[src/rtl/b11_feeder.sv]
// -----------------------------------------------------------------------------
// b11_feeder
//   Upstream stage for the b11 modulo-arithmetic datapath. Words arrive on a
//   valid/ready interface and are buffered in a small FIFO. Each word is
//   launched into b11 by presenting it on x_in together with a one-cycle low
//   pulse on stbi. b11 has no back-pressure, so after every launch the feeder
//   waits GAP stbi-high cycles. This keeps b11 from receiving a strobe while it
//   is still busy. After reset, the feeder waits STARTUP cycles before the first
//   launch.
//
// Ports
//   clock       in   rising-edge clock
//   reset       in   synchronous, active-high reset
//   din         in   [5:0] input word
//   din_valid   in   din is valid this cycle
//   din_ready   out  FIFO can accept a word (!full && !reset), combinational
//   x_in        out  [5:0] word presented to b11, registered
//   stbi        out  launch strobe, idles high, low one cycle per launch
//   busy        out  FSM not in IDLE, or FIFO not empty
//   fifo_level  out  [log2(DEPTH):0] current FIFO occupancy
//   issued_cnt  out  [7:0] number of launched words, wraps 255->0
// -----------------------------------------------------------------------------
module b11_feeder #(
   parameter int DEPTH   = 4,   // FIFO entries, power of 2 in 2..16
   parameter int GAP     = 32,  // idle cycles after each strobe, >= 28
   parameter int STARTUP = 4    // idle cycles after reset before first launch
) (
   input  logic                     clock,
   input  logic                     reset,
   input  logic [5:0]               din,
   input  logic                     din_valid,
   output logic                     din_ready,
   output logic [5:0]               x_in,
   output logic                     stbi,
   output logic                     busy,
   output logic [$clog2(DEPTH):0]   fifo_level,
   output logic [7:0]               issued_cnt
);

   localparam int AW      = $clog2(DEPTH);
   localparam int LW      = AW + 1;
   localparam int CNT_MAX = ((GAP > STARTUP) ? GAP : STARTUP) - 1;
   localparam int CW      = (CNT_MAX > 1) ? $clog2(CNT_MAX + 1) : 1;

   localparam logic [CW-1:0] START_LAST = CW'(STARTUP - 1);
   localparam logic [CW-1:0] GAP_LAST   = CW'(GAP - 1);
   localparam logic [LW-1:0] LVL_FULL   = LW'(DEPTH);

   typedef enum logic [1:0] {
      S_WAIT_START = 2'd0,
      S_IDLE       = 2'd1,
      S_STROBE     = 2'd2,
      S_GAP        = 2'd3
   } state_t;

   state_t          state_q,  state_d;
   logic [CW-1:0]   cnt_q,    cnt_d;
   logic [AW-1:0]   wr_ptr_q, wr_ptr_d;
   logic [AW-1:0]   rd_ptr_q, rd_ptr_d;
   logic [LW-1:0]   level_q,  level_d;
   logic [5:0]      x_in_q,   x_in_d;
   logic            stbi_q,   stbi_d;
   logic [7:0]      issued_q, issued_d;
   logic [5:0]      mem_q [DEPTH];

   logic            push;
   logic            pop;

   // When the FIFO is full, a word offered in the same cycle as a pop is refused.
   // It is accepted one cycle later, so the FIFO never overwrites an entry.
   assign din_ready = (level_q != LVL_FULL) && !reset;
   assign push      = din_valid && din_ready;

   always_comb begin
      // NOTE: every signal driven here gets a default first, so no path through
      // the case statement can leave one unassigned and infer a latch.
      state_d  = state_q;
      cnt_d    = cnt_q;
      x_in_d   = x_in_q;
      stbi_d   = 1'b1;
      issued_d = issued_q;
      pop      = 1'b0;

      case (state_q)
         S_WAIT_START: begin
            if (cnt_q == START_LAST) begin
               state_d = S_IDLE;
               cnt_d   = '0;
            end else begin
               cnt_d = cnt_q + 1'b1;
            end
         end
         S_IDLE: begin
            // The check uses the registered level. A word pushed into an empty
            // FIFO therefore launches one cycle after the push.
            if (level_q != '0) begin
               x_in_d  = mem_q[rd_ptr_q];
               stbi_d  = 1'b0;
               pop     = 1'b1;
               state_d = S_STROBE;
            end
         end
         S_STROBE: begin
            issued_d = issued_q + 1'b1;
            cnt_d    = '0;
            state_d  = S_GAP;
         end
         S_GAP: begin
            if (cnt_q == GAP_LAST) begin
               state_d = S_IDLE;
               cnt_d   = '0;
            end else begin
               cnt_d = cnt_q + 1'b1;
            end
         end
         default: begin
            state_d = S_WAIT_START;
            cnt_d   = '0;
         end
      endcase

      // The pointers wrap naturally because DEPTH is a power of two.
      wr_ptr_d = push ? wr_ptr_q + 1'b1 : wr_ptr_q;
      rd_ptr_d = pop  ? rd_ptr_q + 1'b1 : rd_ptr_q;

      case ({push, pop})
         2'b10:   level_d = level_q + 1'b1;
         2'b01:   level_d = level_q - 1'b1;
         default: level_d = level_q;
      endcase
   end

   always_ff @(posedge clock) begin
      // NOTE: state registers use non-blocking assignments, so every flop
      // samples the pre-edge value of every other flop.
      if (reset) begin
         state_q  <= S_WAIT_START;
         cnt_q    <= '0;
         wr_ptr_q <= '0;
         rd_ptr_q <= '0;
         level_q  <= '0;
         x_in_q   <= '0;
         stbi_q   <= 1'b1;
         issued_q <= '0;
      end else begin
         state_q  <= state_d;
         cnt_q    <= cnt_d;
         wr_ptr_q <= wr_ptr_d;
         rd_ptr_q <= rd_ptr_d;
         level_q  <= level_d;
         x_in_q   <= x_in_d;
         stbi_q   <= stbi_d;
         issued_q <= issued_d;
      end
   end

   // NOTE: the storage array has no reset. Clearing the level and the pointers
   // already discards its contents, and no entry is read until it has been written.
   always_ff @(posedge clock) begin
      if (push) begin
         mem_q[wr_ptr_q] <= din;
      end
   end

   assign x_in       = x_in_q;
   assign stbi       = stbi_q;
   assign busy       = (state_q != S_IDLE) || (level_q != '0);
   assign fifo_level = level_q;
   assign issued_cnt = issued_q;

endmodule

[config.mk]
export PLATFORM = sky130hd
export DESIGN_NAME = b11_feeder
export DESIGN_NICKNAME = d
export VERILOG_FILES = /design/src/rtl/b11_feeder.sv
export SDC_FILE = /design/constraint.sdc
export NUM_CORES = 1
export LEC_CHECK = 0
export ABC_AREA = 1
export CAP_MARGIN = 20
export CORE_MARGIN = 5
export CORE_UTILIZATION = 42
export DETAILED_ROUTE_END_ITERATION = 8
export GPL_TIMING_DRIVEN = 0
export SLEW_MARGIN = 15
export SYNTH_ARGS = -nofsm -noshare
export SYNTH_HDL_FRONTEND = slang
export SYNTH_SLANG_ARGS = --single-unit
[constraint.sdc]
create_clock -name clock -period 4.12 [get_ports clock]
set_input_delay 0.412 -clock clock [delete_from_list [all_inputs] [get_ports clock]]
set_output_delay 0.412 -clock clock [all_outputs]
set_load 0.02 [all_outputs]
==> impl_results.md <==
- Status: finished clean
- Fmax: 446 MHz
- CTS H-tree lvls: 2
- EDFF count, synth: 24
- Site Rows: 27
- Fin crit share: 0.545
- Top_reg_cell synth: dfxtp_1
- Sw frac: 0.342
- Pre-antenna DRT Iters: 4
- Pin count of the biggest net entering global routing: 16
- Post-synth top cells: nor2_1 (54), dfxtp_1 (29)
- Placed wire-length estimate: 3110 microns
- Post-Syn Instances: 256
- Ranking of synthesized cells by area: edfxtp_1 (30%), dfxtp_1 (24%), nor2_1 (8.5%)
- CTS buffer count: 5
- Fraction of layout cells with a size suffix above 1: 0.110
- Highest routed layer: met4
- Ports: 29
- Chip Width: 85.3 microns
- Setup Viol. Count Final: 0
- Fin Hold WS: 0.520 ns
- HP Class: register to register
- PD cells: 493 mW/mm^2
- Worst Max-Slew Pin Slew: 0.593 ns
- Layout area overhead: 19.1%
- Critical Path Source Type: register
- Static Leak: 1.12 nW
- Core Footprint: 0.00551 sq mm
- RSZ-0062 raised after global routing: false
- Postcts setup bufs: 0
- CTS hold repair buffers: 0
- Routed via count: 1708
- Slew Limit Headroom: 0.603
- Final-report max-slew violation count: 0
- Ant diodes: 0
- Setup CP Type: register to output pin
- Min Tclk post-route: 2.24 ns
- Post-DRT Antenna Nets: 0
- Mapped Avg Cell Area: 9.30 sq um
- Crit path DAT: 1.83 ns
- Met3 WL: 228 microns
- Longest Clk Path Bufs: 2
- CTS tree: built
- Netlist cell types: 29
- # DRC: 0
- Initial antenna violation count: 0
- WP data required: 3.71 ns
- Sequential Power Share: 0.476
- Drt total wl: 4220 microns
- Power share of the clock group: 0.201
- IO Port Bufs: 28
- Placer Congestion: 0.749
- Top cell type's share of synthesized area: 0.303
- Clock transition at path regs: 0.09 ns
- Sequential fraction of the synthesis area: 0.547
- Worst Skew: 0.00630 ns
- Count leader, synth: nor2_1
- Combinational Power Share: 0.323
- Psw: 0.000478 W
- Final #Nets: 313
- Asr flop ratio synth: 0
- Setup tns final: 0 ns
- Max_cap viols: 0
- Initial Utilization: 0.432
- Avg WL per Cell: 11.6 microns
- YS warnings: 0
- Die Area: 0.00728 sq mm
- CP Max Fanout: 6
- Post-Syn Area: 0.00238 sq mm
- Root Buffer: clkbuf_8
- Die height: 85.3 microns
- First-pass GRT wire length: 7420 microns
- Worst-Skew Late Latency: 0.30 ns
- Vias in the first global route: 1615
- GRT overflow: 0
- GRT Overall Usage: 0.126
- Area leader, netlist: edfxtp_1
- Syn Nets: 278
- Internal power consumption: 0.000920 W
- WL met2: 1870 microns
- Yosys reg bits: 53
- Detailed Route Iter0 Violations: 42
- Hold Vio Cnt, Final: 0
- M1 WL: 2070 microns
- CTS sink count: 53
- CP endpoint kind: output pin
- DR vias/cell: 4.69
- Maximum vdd drop: 0.000249 V
- Post-CTS Resized: 0
power groups by stage:
| stage | logic [W] | clock network, W | registers (W) |
|---|---|---|---|
| floorplan | 0.000287 | 0 | 0.000703 |
| global placement | 0.000451 | 0 | 0.000679 |
| detailed placement | 0.000456 | 0 | 0.000678 |
| CTS | 0.000459 | 0.000289 | 0.000667 |
| global route | 0.000515 | 0.000315 | 0.000678 |
| finish | 0.000451 | 0.000282 | 0.000666 |
cell type report:
type	instances	area [sq um]
Clock buffer	7	76.3
Inverter	29	111
Tap cell	72	90.1
Timing Repair Buffer	28	280
Fill cell	511	2670
Buffer	6	51.3
Clock inverter	1	7.51
Multi-Input combinational cell	168	917
Sequential cell	53	1300
logic make-up after synthesis:
group | after synthesis | share of synthesized area
mux | 1 | 0.00420
fa+ha+maj | 13 | 0.0715
xor+xnor | 3 | 0.0110
buf+inv | 35 | 0.0683
compound gates | 46 | 0.0983
simple gates | 105 | 0.200
flops | 53 | 0.547
registers in the layout (all words and copies together), names as in the netlist:
| signal | count |
|---|---|
| cnt_q | 5 |
| fifo_level | 3 |
| issued_cnt | 8 |
| mem_q | 24 |
| rd_ptr_q | 2 |
| state_q | 2 |
| stbi | 1 |
| wr_ptr_q | 2 |
| x_in | 6 |
per-stage QoR:
| step | power, W | instance area [sq um] | instances | worst slack, ns | utilization |
|---|---|---|---|---|---|
| 4_1_cts | 0.00141 | 2840 | 364 | 1.85 | 0.515 |
| 2_1_floorplan | 0.000990 | 2380 | 256 | 2.22 | - |
| 3_5_place_dp | 0.00113 | 2750 | 356 | 1.64 | 0.500 |
| 5_1_grt | 0.00151 | 2840 | 364 | 1.70 | 0.515 |
| 6_report | 0.00140 | 2840 | 364 | 1.88 | 0.515 |
| 3_3_place_gp | 0.00113 | 2750 | 356 | 1.67 | 0.500 |
cell usage in the layout, fill, tap and decap left out, drive strengths merged, types with 10 or more instances in the layout:
master / synthesis / layout
dfxtp: 29 / 29
nor2: 63 / 63
inv: 29 / 29
nand2: 27 / 27
o21ai: 34 / 34
edfxtp: 24 / 24
ha: 12 / 12
clkdlybuf4s50: 0 / 28
a21oi: 10 / 10
layer usage:
metal / vias up / global-route usage
met2: 31 / 0.201
met4: 0 / 0.0345
met1: 766 / 0.166
met5: - / 0
li1: 906 / -
met3: 5 / 0.0388
worst max-delay path, cell delays in order, from the launching register on:
cell             delay [ns]
dfxtp_1                0.39
inv_1                  0.08
ha_1                   0.18
buf_2                  0.18
nand3_2                0.11
clkdlybuf4s50_1        0.61
final timing paths:
path            startpoint             to  slack (ns)  cells after the start
max             state_q[1]           busy        1.88                      5
min          issued_cnt[3]  issued_cnt[3]        0.52                      1
min reg2reg  issued_cnt[3]  issued_cnt[3]        0.52                      1
max reg2reg     state_q[1]  fifo_level[2]        1.96                     12
No activity file was read; power rests on OpenSTA's default activity.
